--- src/rtl/grey_loader_if.sv ---
// Handshake and memory-port bundle between the greyscale loader, the image
// memory and the pyramid level-0 frame buffer.
interface grey_loader_if #(
  parameter int AW = 14
);
  logic          start_in;
  logic          busy_out;
  logic          done_out;
  logic [AW-1:0] img_addr_out;
  logic [11:0]   img_data_in;
  logic [AW-1:0] grey_addr_out;
  logic [7:0]    grey_data_out;
  logic          grey_valid_out;

  modport master (
    input  start_in, img_data_in,
    output busy_out, done_out, img_addr_out, grey_addr_out, grey_data_out, grey_valid_out
  );

  modport slave (
    output start_in, img_data_in,
    input  busy_out, done_out, img_addr_out, grey_addr_out, grey_data_out, grey_valid_out
  );
endinterface

--- src/rtl/grey_loader.sv ---
// Start/done sequencer: reads one RGB444 frame in raster order, converts each
// pixel to 8-bit luma and writes it to level 0 of the pyramid frame buffer.
module grey_loader #(
  parameter int WIDTH      = 128,
  parameter int HEIGHT     = 128,
  parameter int RD_LATENCY = 2
) (
  input  logic          clk_100mhz,
  input  logic          sys_rst,
  grey_loader_if.master bus
);
  localparam int N         = WIDTH * HEIGHT;
  localparam int AW        = $clog2(N);
  localparam int DRAIN_LEN = RD_LATENCY + 2;
  localparam int DW        = $clog2(DRAIN_LEN + 1);
  // Read latency plus the two conversion stages.
  localparam int STG       = RD_LATENCY + 2;

  typedef enum logic [1:0] {IDLE, READ, DRAIN} state_t;

  state_t        state, state_nx;
  logic [AW-1:0] rd_addr, rd_addr_nx;
  logic [DW-1:0] drn_cnt, drn_cnt_nx;
  logic          done_q, done_nx;

  logic [STG:0]         vld_pipe;
  logic [STG:0][AW-1:0] addr_pipe;

  logic [7:0]  r8, g8, b8;
  logic [15:0] p_r, p_g, p_b, lum_sum;
  logic [7:0]  grey_q;

  always_ff @(posedge clk_100mhz) begin
    if (sys_rst) begin
      state   <= IDLE;
      rd_addr <= '0;
      drn_cnt <= '0;
      done_q  <= 1'b0;
    end else begin
      state   <= state_nx;
      rd_addr <= rd_addr_nx;
      drn_cnt <= drn_cnt_nx;
      done_q  <= done_nx;
    end
  end

  always_comb begin
    state_nx   = state;
    rd_addr_nx = rd_addr;
    drn_cnt_nx = drn_cnt;
    done_nx    = 1'b0;
    case (state)
      IDLE: begin
        rd_addr_nx = '0;
        drn_cnt_nx = '0;
        if (bus.start_in) state_nx = READ;
      end
      READ: begin
        if (rd_addr == AW'(N - 1)) begin
          state_nx   = DRAIN;
          rd_addr_nx = '0;
          drn_cnt_nx = '0;
        end else begin
          rd_addr_nx = rd_addr + 1'b1;
        end
      end
      DRAIN: begin
        // Hold until the last issued pixel has left the conversion pipe.
        if (drn_cnt == DW'(DRAIN_LEN - 1)) begin
          state_nx = IDLE;
          done_nx  = 1'b1;
        end else begin
          drn_cnt_nx = drn_cnt + 1'b1;
        end
      end
      default: state_nx = IDLE;
    endcase
  end

  // Slot 0 tracks the registered read address; slot RD_LATENCY lines up with
  // img_data_in and slot STG with the registered grey output.
  always_ff @(posedge clk_100mhz) begin
    if (sys_rst) begin
      vld_pipe  <= '0;
      addr_pipe <= '0;
    end else begin
      vld_pipe  <= {vld_pipe[STG-1:0], state_nx == READ};
      addr_pipe <= {addr_pipe[STG-1:0], rd_addr_nx};
    end
  end

  assign r8 = {bus.img_data_in[11:8], bus.img_data_in[11:8]};
  assign g8 = {bus.img_data_in[7:4],  bus.img_data_in[7:4]};
  assign b8 = {bus.img_data_in[3:0],  bus.img_data_in[3:0]};

  // Weights sum to 256, so a full-scale pixel lands exactly on 65280.
  assign lum_sum = p_r + p_g + p_b;

  always_ff @(posedge clk_100mhz) begin
    if (sys_rst) begin
      p_r    <= '0;
      p_g    <= '0;
      p_b    <= '0;
      grey_q <= '0;
    end else begin
      p_r    <= 16'(r8) * 16'd77;
      p_g    <= 16'(g8) * 16'd150;
      p_b    <= 16'(b8) * 16'd29;
      grey_q <= lum_sum[15:8];
    end
  end

  assign bus.busy_out       = (state != IDLE);
  assign bus.done_out       = done_q;
  assign bus.img_addr_out   = rd_addr;
  assign bus.grey_addr_out  = addr_pipe[STG];
  assign bus.grey_data_out  = grey_q;
  assign bus.grey_valid_out = vld_pipe[STG];
endmodule
--- src/flat_wrapper.sv ---
// flat-port wrapper written by rule: the top's interface ports become plain ports
module grey_loader_flat 
#(
  parameter int WIDTH      = 128,
  parameter int HEIGHT     = 128,
  parameter int RD_LATENCY = 2
)
  (clk_100mhz, sys_rst, bus_start_in, bus_img_data_in, bus_busy_out, bus_done_out, bus_img_addr_out, bus_grey_addr_out, bus_grey_data_out, bus_grey_valid_out);
  grey_loader_if bus_i ();
  input  logic clk_100mhz;
  input  logic sys_rst;
  input wire logic [$bits(bus_i.start_in)-1:0] bus_start_in;
  input wire logic [$bits(bus_i.img_data_in)-1:0] bus_img_data_in;
  output wire logic [$bits(bus_i.busy_out)-1:0] bus_busy_out;
  output wire logic [$bits(bus_i.done_out)-1:0] bus_done_out;
  output wire logic [$bits(bus_i.img_addr_out)-1:0] bus_img_addr_out;
  output wire logic [$bits(bus_i.grey_addr_out)-1:0] bus_grey_addr_out;
  output wire logic [$bits(bus_i.grey_data_out)-1:0] bus_grey_data_out;
  output wire logic [$bits(bus_i.grey_valid_out)-1:0] bus_grey_valid_out;
  assign bus_i.start_in = bus_start_in;
  assign bus_i.img_data_in = bus_img_data_in;
  assign bus_busy_out = bus_i.busy_out;
  assign bus_done_out = bus_i.done_out;
  assign bus_img_addr_out = bus_i.img_addr_out;
  assign bus_grey_addr_out = bus_i.grey_addr_out;
  assign bus_grey_data_out = bus_i.grey_data_out;
  assign bus_grey_valid_out = bus_i.grey_valid_out;
  grey_loader #(.WIDTH(WIDTH), .HEIGHT(HEIGHT), .RD_LATENCY(RD_LATENCY)) u_core (.clk_100mhz(clk_100mhz), .sys_rst(sys_rst), .bus(bus_i));
endmodule
--- config.mk ---
export PLATFORM = sky130hd
export DESIGN_NAME = grey_loader_flat
export DESIGN_NICKNAME = d
export VERILOG_FILES = /design/src/rtl/grey_loader_if.sv /design/src/rtl/grey_loader.sv /design/src/flat_wrapper.sv
export SDC_FILE = /design/constraint.sdc
export NUM_CORES = 1
export LEC_CHECK = 0
export ABC_AREA = 1
export CAP_MARGIN = 10
export CORE_AREA = 2 2 129 131
export DETAILED_ROUTE_END_ITERATION = 10
export DIE_AREA = 0 0 131 133
export MAX_ROUTING_LAYER = met4
export PLACE_DENSITY_LB_ADDON = 0.08
export SLEW_MARGIN = 20
export SYNTH_ARGS = -nofsm -noshare
export SYNTH_HDL_FRONTEND = slang
export SYNTH_SLANG_ARGS = --single-unit
--- constraint.sdc ---
create_clock -name clk_100mhz -period 7.4 [get_ports clk_100mhz]
set_input_delay 2.22 -clock clk_100mhz [delete_from_list [all_inputs] [get_ports clk_100mhz]]
set_output_delay 2.22 -clock clk_100mhz [all_outputs]
set_load 0.01 [all_outputs]
---- Word level (Yosys, flattened, before mapping) ----
Index checks and enable logic that the tools add are counted.
cells by class
  reduce and logical (&&, ||, !) cells .... 6
  bitwise gates (word level) .............. 1
  eq/ne operators ......................... 7
  $add $sub $neg .......................... 4
  mux-type cells .......................... 10
  $mul .................................... 3
operators by type and width
  operator                                             number
  adder 16 bit                                         2
  multiplier 8 x 7 -> 15 bit, second input constant    2
  one-hot mux 14 bit (2 select lines)                  1
  adder 14 x 1 -> 14 bit, second input constant        1
  equality test 14 bit, second input constant          1
  two-way mux 14 bit                                   1
  multiplier 8 x 5 -> 13 bit, second input constant    1
  one-hot mux 3 bit (3 select lines)                   1
  two-way mux 2 bit                                    3
  two-way mux 3 bit                                    2
  one-hot mux 2 bit (3 select lines)                   1
  equality test 2 x 1 -> 1 bit, second input constant  2
  nonzero test 2 bit                                   2
  adder 3 x 1 -> 3 bit, second input constant          1
  equality test 3 x 2 -> 1 bit, second input constant  1
  AND reduction 3 bit                                  1
  nonzero test 3 bit                                   1
  equality test 2 bit, second input constant           1
  zero test 2 bit                                      1
  != test 2 x 1 -> 1 bit, second input constant        1
  != test 2 bit, second input constant                 1
  OR reduction 2 bit                                   1
  two-way mux 1 bit                                    1
  NOT 1 bit                                            1
word-level totals
  word-level logic and storage cells ...... 47
  flip-flop bits (word level) ............. 137
  output and inout port bits .............. 39

---- Logic depth before layout (Yosys ltp) ----
  depth after elaboration ................. 4
  mapped depth ............................ 16

---- Worst setup path after synthesis ----
OpenSTA, ideal clock, no wires.
  path kind ............................... input to register
  start ................................... in bus_img_data_in[4]
  end ..................................... reg u_core.p_g[9]
  library setup time ...................... 0.113 ns
  required time ........................... 7.287 ns
  setup slack ............................. 2.524 ns
  stages on the path ...................... 13
  data arrival time ....................... 4.763 ns
  cells stage by stage .................... ha_1 -> ha_1 -> inv_1 -> fa_1 -> fa_1 -> inv_1 -> ha_1 -> a21oi_1 -> o21ai_0 -> a21oi_1 -> nand2_1 -> nand2_1 -> nor2_1
between the ends
  cells in the longest elaborated chain, start to end .. 1
ends and longest elaborated chain
  what                        line                RTL
  from (decl)                 flat_wrapper.sv:13  input wire logic [$bits(bus_i.img_data_in)-1:0] bus_img_data_in;
  multiplier 8 x 7 -> 15 bit  grey_loader.sv:107  p_g <= 16'(g8) * 16'd150;
  to (signal assigned)        grey_loader.sv:107
  to (decl)                   grey_loader.sv:30   logic [15:0] p_r, p_g, p_b, lum_sum;
No other way between the ends.
A chain may end at the register's enable or synchronous reset.

---- Final worst setup path ----
  start ................................... in bus_img_data_in[8]
  end ..................................... reg u_core.p_r[8]
between the ends
  cells in the longest elaborated chain, start to end .. 1
ends and longest elaborated chain
  what                        line                RTL
  multiplier 8 x 7 -> 15 bit  grey_loader.sv:106  p_r <= 16'(r8) * 16'd77;
  to (signal assigned)        grey_loader.sv:106
  to (decl)                   grey_loader.sv:30
No other way between the ends.

==> results_dict.tcl <==
set metrics [dict create \
    diodes 0 \
    timing.final.ws_setup_ns 2.12 \
    peakVddDrop_mv 0.130 \
    globalplace.congestion 0.907 \
    tightest_slew_ns 0.961 \
    hpwl_mm 12.9 \
    dr_total_vias 6142 \
    drv_cap 0 \
    synth_edf_count 0 \
    ios 54 \
    crit_start "bus_img_data_in[8]" \
    cp.arrival_ns 5.59 \
    postCtsHoldBufs 0 \
    leakage_nw 4.61 \
    met2_length_mm 7.46 \
    post_cts_buffers 0 \
    core_area_sq_mm 0.0162 \
    synth-main-ff-cell "dfxtp_1" \
    ys_seq_area_share_pct 32.5 \
    setup_viol 0 \
    path_clk_slew_ns 0.06 \
    hold_viol_final 0 \
    cts_tree "yes" \
    endpoint_kind "flop" \
    grt-ovfl-total 0 \
    outcome "finished clean" \
    syn_area_per_cell_sq_um 7.63 \
    fin_crit_ns 5.28 \
    synth_area_sq_mm 0.00813 \
    drive_gt1_share_pct 3.79 \
    drt.antenna.violating_nets 0 \
    num-fill-cells 1496 \
    post-place-ws_ns 1.70 \
    die_x_um 131 \
    p_per_area_mw_per_mm2 292 \
    grt_pass1_vias 5913 \
    die_h_um 133 \
    m1WireLength_mm 8.43 \
    power_mw 2.70 \
    async_reset_ff_share_pct 0 \
    most-common-layout-cells "inv_1 (203), nand2_1 (196), nor2_1 (147)" \
    worstHoldStart "u_core.addr_pipe[17]" \
    routed-wl-met3_um 332 \
    grt_max_degree 81 \
    rr_startpoint "u_core.p_b[3]" \
    relSlewSlack_pct 35.5 \
    clk_latency_ns 0.41 \
    start_kind "input port" \
    die-area_sq_mm 0.0174 \
    setup_tns_ns 0 \
    initial_utilization_pct 50.3 \
    dr.pass1.iters 4 \
    synth_cells 1065 \
    grt_pass1_wl_mm 28.3 \
    synth_nets 1219 \
    report.final.slew_viol_count 0 \
    wl_per_cell_um 12.3 \
    htree_levels 4 \
    fmax_mhz 189 \
    required_ns 7.70 \
    numClockSinks 132 \
    layout_commonest_cell "inv_1" \
    grt_usage_pct 21.0 \
    grt_setup_unrepaired "false" \
    cts_root_buffer "clkbuf_16" \
    syn_to_final_growth_pct 13.7 \
    clk_path_buf_depth 2 \
    synth-warning-count 0 \
    wirelength_mm 16.4 \
    ctsResizeCount 0 \
    ys_ff_latch 132 \
    drc_errors 0 \
    grt_antenna_before_repair 0 \
    io_buffers 53 \
    placed_cells 1297 \
    hold_class "flop to flop" \
    critPathMaxFanout 7 \
    routed_via_density 4.62 \
    final.setup_skew_ns 0.0110 \
    post-route-period-util_pct 71.4 \
    fin_cells 1329 \
    drt_iter0_drc 314 \
    synth_cell_types 31 \
    rows 47 \
    cts_buffers 17 \
    highest-signal-layer "met4" \
    nNetsFinal 1250 \
    critPathKind "input port to flop" \
]
-- worst max-delay path: stages --
cell	delay (ns)
clkdlybuf4s50_1	0.63
inv_1	0.10
ha_1	0.34
xor2_1	0.19
fa_1	0.50
fa_1	0.51
inv_1	0.04
ha_1	0.34
a21oi_1	0.20
o21ai_0	0.15
a21oi_1	0.19
nand2_1	0.07
nand2_1	0.06
nor2_1	0.05
-- sequential cells by signal, summed over array words and instances (netlist names) --
register                  count
u_core.bus.grey_data_out      8
u_core.p_r                   15
u_core.bus.grey_addr_out     14
u_core.bus.img_addr_out      14
u_core.vld_pipe               5
u_core.drn_cnt                3
u_core.state                  2
u_core.p_b                   13
u_core.addr_pipe             42
u_core.bus.done_out           1
u_core.p_g                   15
-- power breakdown --
group	switching [mW]	internal, mW	total [mW]	leakage, nW
logic	0.652	0.389	1.04	3.25
clock network	0.322	0.500	0.821	0.282
registers	0.0470	0.789	0.836	1.08
-- final cells by class --
cell class | instances | area, sq um | area share [%]
flip-flops and latches | 132 | 2640 | 28.6
clock inverters | 14 | 151 | 1.64
multi-input cells | 686 | 4440 | 48.0
inverters | 204 | 766 | 8.29
repair buffers | 55 | 541 | 5.85
clock buffers | 18 | 429 | 4.64
well taps | 220 | 275 | 2.98
-- synthesized netlist by cell type (2+ instances only) --
| library cell | instances | area (sq um) |
|---|---|---|
| nand3_1 | 54 | 270 |
| fa_1 | 32 | 641 |
| a21oi_1 | 59 | 295 |
| and2_1 | 3 | 18.8 |
| nor2_1 | 147 | 552 |
| clkbuf_1 | 5 | 18.8 |
| xor2_1 | 11 | 96.3 |
| nand2_4 | 2 | 22.5 |
| buf_2 | 8 | 40.0 |
| o21ai_0 | 36 | 180 |
| ha_1 | 107 | 1340 |
| buf_4 | 28 | 210 |
| nor2_4 | 3 | 33.8 |
| nor3_1 | 8 | 40.0 |
| o21bai_1 | 3 | 22.5 |
| xnor2_1 | 5 | 43.8 |
| nand4_1 | 9 | 56.3 |
| inv_1 | 203 | 762 |
| dfxtp_1 | 132 | 2640 |
| a21o_1 | 3 | 22.5 |
| o21a_1 | 2 | 15.0 |
| nand2_1 | 196 | 736 |
-- kinds of logic after synthesis --
| family | Yosys count | synth area share, % |
|---|---|---|
| xor gates and xnor gates | 16 | 1.72 |
| and+or+nand+nor | 426 | 21.6 |
| buffers and inverters | 247 | 12.9 |
| AOI/OAI and AO/OA | 105 | 6.85 |
| DFF | 132 | 32.5 |
| adders and majority gates | 139 | 24.3 |
-- through the flow --
step / hold WS, ns / area, sq um / util (%)
final: 0.397 / 9240 / 57.1
after CTS: 0.398 / 9240 / 57.1
after detailed placement: 0.393 / 8660 / 53.5
after global placement: 0.389 / 8660 / 53.5
after global routing: 0.406 / 9240 / 57.1
after floorplan: 0.388 / 8130 / -
-- worst paths after layout --
| kind | end | slack (ns) | cells after the start |
|---|---|---|---|
| max | u_core.p_r[8] | 2.12 | 14 |
| min | u_core.addr_pipe[31] | 0.40 | 2 |
| max reg2reg | u_core.bus.grey_data_out[0] | 5.33 | 8 |
| min reg2reg | u_core.addr_pipe[31] | 0.40 | 2 |
-- metal layers --
metal / vias to the layer above / track usage (%)
li1: 3341 / -
met1: 2729 / 29.0
met2: 61 / 32.4
met3: 11 / 2.99
met4: 0 / 5.61
met5: - / -
(Power assumes the default switching activity.)
==> RTL edit 1, RTL diff (config.mk and constraints unchanged) <==
Make the reset (`sys_rst`) asynchronous in 3 clocked blocks.
--- a/src/rtl/grey_loader.sv
+++ b/src/rtl/grey_loader.sv
@@ -31,5 +31,5 @@
   logic [7:0]  grey_q;
 
-  always_ff @(posedge clk_100mhz) begin
+  always_ff @(posedge clk_100mhz or posedge sys_rst) begin
     if (sys_rst) begin
       state   <= IDLE;
@@ -80,5 +80,5 @@
   // Slot 0 tracks the registered read address; slot RD_LATENCY lines up with
   // img_data_in and slot STG with the registered grey output.
-  always_ff @(posedge clk_100mhz) begin
+  always_ff @(posedge clk_100mhz or posedge sys_rst) begin
     if (sys_rst) begin
       vld_pipe  <= '0;
@@ -97,5 +97,5 @@
   assign lum_sum = p_r + p_g + p_b;
 
-  always_ff @(posedge clk_100mhz) begin
+  always_ff @(posedge clk_100mhz or posedge sys_rst) begin
     if (sys_rst) begin
       p_r    <= '0;
Function: differs if sys_rst is asserted again (counterexample within 4 cycles, from zero or initial values and one cycle with sys_rst high); with sys_rst held inactive, the same outputs for 10 cycles.
==> RTL edit 1 against the original RTL <==
  * Design area rose by 0.93%
  * Wire length fell by 5.1%
  * Power rose by 25%
  * Setup slack got worse by 0.030 ns
  * Maximum frequency fell by 0.57%
  * Clock power barely moved
  * Area after synthesis barely moved
  * Sequential cell count did not move
  * Largest cell class unchanged
==> RTL edit 1: results (changes against the original RTL) <==
| Metric | Value |
|---|---|
| Commonest cells post-synth | nand2_1 (186), inv_1 (164), dfrtp_1 (132) (was inv_1 (203), nand2_1 (196), nor2_1 (147)) |
| Pre-CTS WS | 1.656 ns (was 1.697 ns) |
| Critical Path End | u_core.p_b[11] (was u_core.p_r[8]) |
| Hold Path End | u_core.addr_pipe[33] (was u_core.addr_pipe[31]) |
| Status | finished clean (unchanged) |
| Clk_lat worst skew | approximately 0.42 ns |
| Largest net degree at the start of global routing | 86 (was 81) |
| Max_slew headroom | 0.5312 (was 0.3551) |
| Post-synth ARST share | 1.000 (was 0) |
| Worst EP arrival | 5.61 ns (was 5.59 ns) |
| H-Tree Level Count | 4 (unchanged) |
| Worst vdd ir | 197.8 uV (was 129.8 uV) |
| Start point of the critical path | bus_img_data_in[1] (was bus_img_data_in[8]) |
| Via count | 5588 (was 6142) |
| Ys flop type | dfrtp_1 (was dfxtp_1) |
| Synth area leaders | dfrtp_1 (41%), ha_1 (17%), nand2_1 (8.6%) (was dfxtp_1 (33%), ha_1 (16%), inv_1 (9.4%)) |
| GRT Resource Usage Total | 0.2014 (was 0.2105) |
| Crit path max fanout | 6 (was 7) |
| Ys Warns | 0 (unchanged) |
| RR Endpoint | u_core.bus.grey_data_out[6] (was u_core.bus.grey_data_out[0]) |
| Min-delay src | u_core.addr_pipe[19] (was u_core.addr_pipe[17]) |
| Min-Delay Path Depth | 0 (was 2) |
| Final Hold Slack | 0.3443 ns (was 0.3970 ns) |
| Final non-filler cell total | 1155 (was 1329) |
| FF-to-FF Start | u_core.p_b[10] (was u_core.p_b[3]) |
| Drt total wl | 15550 um (was 16380 um) |
| Clk_skew | 0.007426 ns (was 0.01097 ns) |
| Share of cells above drive strength 1 | 0.04492 (was 0.03787) |
| Placed instance count | 1123 (was 1297) |
| Mapped Cells | 878 (was 1065) |
| Global-route wire length before repair | 26500 um (was 28320 um) |
| Maximum clock frequency | 0.1883 GHz (was 0.1894 GHz) |
| Synth Net Count | 1035 (was 1219) |
| DP Wirelength | 12320 um (was 12860 um) |
| Flop-to-flop setup slack | 5.21 ns (was 5.33 ns) |
| Gpl congestion | 0.9015 (was 0.9067) |
| Synth unique cells | 27 (was 31) |
| LEAKAGE | 5.018 nW (was 4.613 nW) |
| Drt initial violations | 277 (was 314) |
| Post-synthesis sequential area ratio | 0.4060 (was 0.3250) |
| DP Area | 8738 um2 (was 8660 um2) |
-- RTL edit 1: cell types whose count changed in the layout (fill, tap and decap cells not counted), moves of 8 or more --
cell / before / now
inv_1: 203 / 163
xnor2_1: 5 / 13
dfrtp_1: 0 / 132
xor2_1: 11 / 23
o21ai_0: 36 / 27
a21oi_1: 59 / 32
nand2_1: 196 / 186
nor2_1: 147 / 42
dfxtp_1: 132 / 0
-- RTL edit 1: final cells by class --
class | count | area, um2
clock buffer | 17 | 425.4
clock inverter | 15 | 160.2
tap | 220 | 275.3
sequential | 132 | 3303
timing repair buffer | 54 | 538.0
multi-input combinational | 553 | 4004
inverter | 164 | 620.6
fill | 1462 | 6845
-- RTL edit 1: metal layers --
layer	up-vias	wire length, um	global-route usage
li1	2823	-	-
met3	15	351	0.03397
met2	73	7292	0.3074
met1	2677	7696	0.2777
met5	-	0	-
met4	0	211	0.05910
-- RTL edit 1: where the power goes --
part | switching (mW) | total (mW) | internal, mW | leakage (nW)
clock | 0.345 | 0.824 | 0.479 | 0.294
sequential | 0.0561 | 0.895 | 0.839 | 1.62
combinational | 1.04 | 1.67 | 0.627 | 3.11
total | 1.44 | 3.38 | 1.95 | 5.02
-- RTL edit 1: cells by family (layout without fill, tap and decap cells) --
group / Yosys count / in the layout / synth area share
AOI/OAI and AO/OA: 71 / 71 / 0.04813
xor gates and xnor gates: 36 / 36 / 0.03875
adders and majority gates: 142 / 142 / 0.2479
buffers and inverters: 193 / 250 / 0.1020
DFF: 132 / 132 / 0.4060
and+or+nand+nor: 304 / 304 / 0.1573
==> RTL edit 2, RTL diff (same settings) <==
Without the edit above. `RD_LATENCY` is set to 2 in 2 places; all go to 1.
--- a/src/rtl/grey_loader.sv
+++ b/src/rtl/grey_loader.sv
@@ -4,5 +4,5 @@
   parameter int WIDTH      = 128,
   parameter int HEIGHT     = 128,
-  parameter int RD_LATENCY = 2
+  parameter int RD_LATENCY = 1
 ) (
   input  logic          clk_100mhz,
--- a/src/flat_wrapper.sv
+++ b/src/flat_wrapper.sv
@@ -4,5 +4,5 @@
   parameter int WIDTH      = 128,
   parameter int HEIGHT     = 128,
-  parameter int RD_LATENCY = 2
+  parameter int RD_LATENCY = 1
 )
   (clk_100mhz, sys_rst, bus_start_in, bus_img_data_in, bus_busy_out, bus_done_out, bus_img_addr_out, bus_grey_addr_out, bus_grey_data_out, bus_grey_valid_out);
Behaviour: not the same (Yosys sat finds a counterexample within 10 cycles, from zero or initial values and one cycle with sys_rst high).
==> RTL edit 2 against the original RTL <==
  * Wire length decreased by 4.5%
  * Non-clock buffer count decreased by 1
  * Design area decreased by 2.2%
  * Area after synthesis decreased by 3.6%
  * Power decreased by 1.3%
  * Hold slack improved by 0.0011 ns
  * Sequential cell count decreased by 16
  * First-iteration DRC count decreased by 21%
  * Register-to-register slack got worse by 0.02 ns
  * Setup slack got worse by 0.040 ns
==> RTL edit 2: results (changes against the original RTL) <==
| Metric | Value |
|---|---|
| Hold_buf cts | 0 (unchanged) |
| Crit-path max cell delay | 0.61 ns (was 0.63 ns) |
| Crit path max fanout | 6 (was 7) |
| Worst EP arrival | 5.63 ns (was 5.59 ns) |
| Max_slew headroom | 0.4672 (was 0.3551) |
| Worst vdd ir | 172.6 uV (was 129.8 uV) |
| WL per Instance | 12.05 um (was 12.33 um) |
| Drt initial violations | 248 (was 314) |
| DP Wirelength | 12360 um (was 12860 um) |
| Vias in the first global route | 5829 (was 5913) |
| Commonest cells post-synth | inv_1 (209), nand2_1 (191), nor2_1 (126) (was inv_1 (203), nand2_1 (196), nor2_1 (147)) |
| Clk_skew | 0.006845 ns (was 0.01097 ns) |
| Largest net degree at the start of global routing | 67 (was 81) |
| Synth Net Count | 1190 (was 1219) |
| Reg clk slew, reported paths | 0.06 ns (about the same) |
| Status | finished clean (unchanged) |
| Global-route wire length before repair | 27290 um (was 28320 um) |
| Sw power | 989.2 uW (was 1.021 mW) |
| CTS resizes | 0 (unchanged) |
| Post-synthesis sequential area ratio | 0.2962 (was 0.3250) |
| Synth area leaders | dfxtp_1 (30%), ha_1 (17%), inv_1 (10%) (was dfxtp_1 (33%), ha_1 (16%), inv_1 (9.4%)) |
| Biggest regs | u_core.addr_pipe: 28 flops, u_core.p_g: 15 flops, u_core.p_r: 15 flops (was u_core.addr_pipe: 42 flops, u_core.p_g: 15 flops, u_core.p_r: 15 flops) |
| LEAKAGE | 4.530 nW (was 4.613 nW) |
| Vias per cell | 4.677 (was 4.622) |
| Gpl congestion | 0.8919 (was 0.9067) |
| Share of cells above drive strength 1 | 0.06024 (was 0.03787) |
| CP delay by family, top | adder cells (unchanged) |
| Clk_lat worst skew | around 0.42 ns |
| GRT Resource Usage Total | 0.2033 (was 0.2105) |
| Synth unique cells | 36 (was 31) |
| H-Tree Level Count | 4 (unchanged) |
| DRT Pass-1 Iters | 5 (was 4) |
RTL edit 2: path summary, 6_finish.rpt:
| kind | from | slack (ns) | cells after the start | endpoint |
|---|---|---|---|---|
| max | bus_img_data_in[8] | 2.08 | 14 | u_core.p_r[8] |
| min | u_core.addr_pipe[32] | 0.40 | 2 | u_core.bus.grey_addr_out[4] |
| max reg2reg | u_core.p_g[4] | 5.31 | 12 | u_core.bus.grey_data_out[6] |
| min reg2reg | u_core.addr_pipe[32] | 0.40 | 2 | u_core.bus.grey_addr_out[4] |
RTL edit 2: logic make-up after synthesis:
kind of cell | count (synthesis) | synth area share
buffers and inverters | 252 | 0.1347
adders and majority gates | 141 | 0.2576
AOI/OAI and AO/OA | 105 | 0.07438
other | 1 | 0.0004784
xor gates and xnor gates | 15 | 0.01676
and+or+nand+nor | 404 | 0.2198
DFF | 116 | 0.2962
RTL edit 2: worst reg2reg max path, cell delays in order, from the launching register on:
cell,delay (ns)
dfxtp_1,0.37
inv_1,0.08
fa_1,0.50
inv_1,0.04
ha_1,0.31
nand2_1,0.12
inv_1,0.05
a21oi_1,0.13
nand2_1,0.10
nand2_1,0.10
nand3_1,0.08
nand2_1,0.06
nor2_1,0.05
RTL edit 2: cell type report:
class | count | area [um2]
timing repair buffer | 54 | 533.0
fill | 1554 | 7139
multi-input combinational | 666 | 4461
tap | 220 | 275.3
clock inverter | 13 | 196.4
sequential | 116 | 2322
clock buffer | 19 | 452.9
inverter | 211 | 792.0
RTL edit 2: routing by layer:
metal  up-vias  part of all wire  global-route usage  routed length (um)
met3        20             0.036             0.03639                 556
li1       3223                 -                   -                   -
met1      2721              0.49              0.2716                7685
met5         -                 0                   -                   0
met2       111              0.46              0.3161                7149
met4         0             0.016             0.05674                 257
RTL edit 2: through the flow:
step	instances	instance area, um2	setup slack (ns)
floorplan	1034	7839	2.517
global placement	1267	8383	1.706
detailed placement	1267	8383	1.695
CTS	1299	9032	2.093
global route	1299	9032	1.824
finish	1299	9032	2.079
RTL edit 2: power groups by stage:
| stage | registers, mW | clock network, mW | logic [mW] |
|---|---|---|---|
| detailed placement | 0.757 | 0 | 1.02 |
| global route | 0.751 | 0.941 | 1.20 |
| finish | 0.742 | 0.895 | 1.03 |
| global placement | 0.756 | 0 | 1.02 |
| CTS | 0.744 | 0.912 | 1.03 |
| floorplan | 0.749 | 0 | 0.761 |
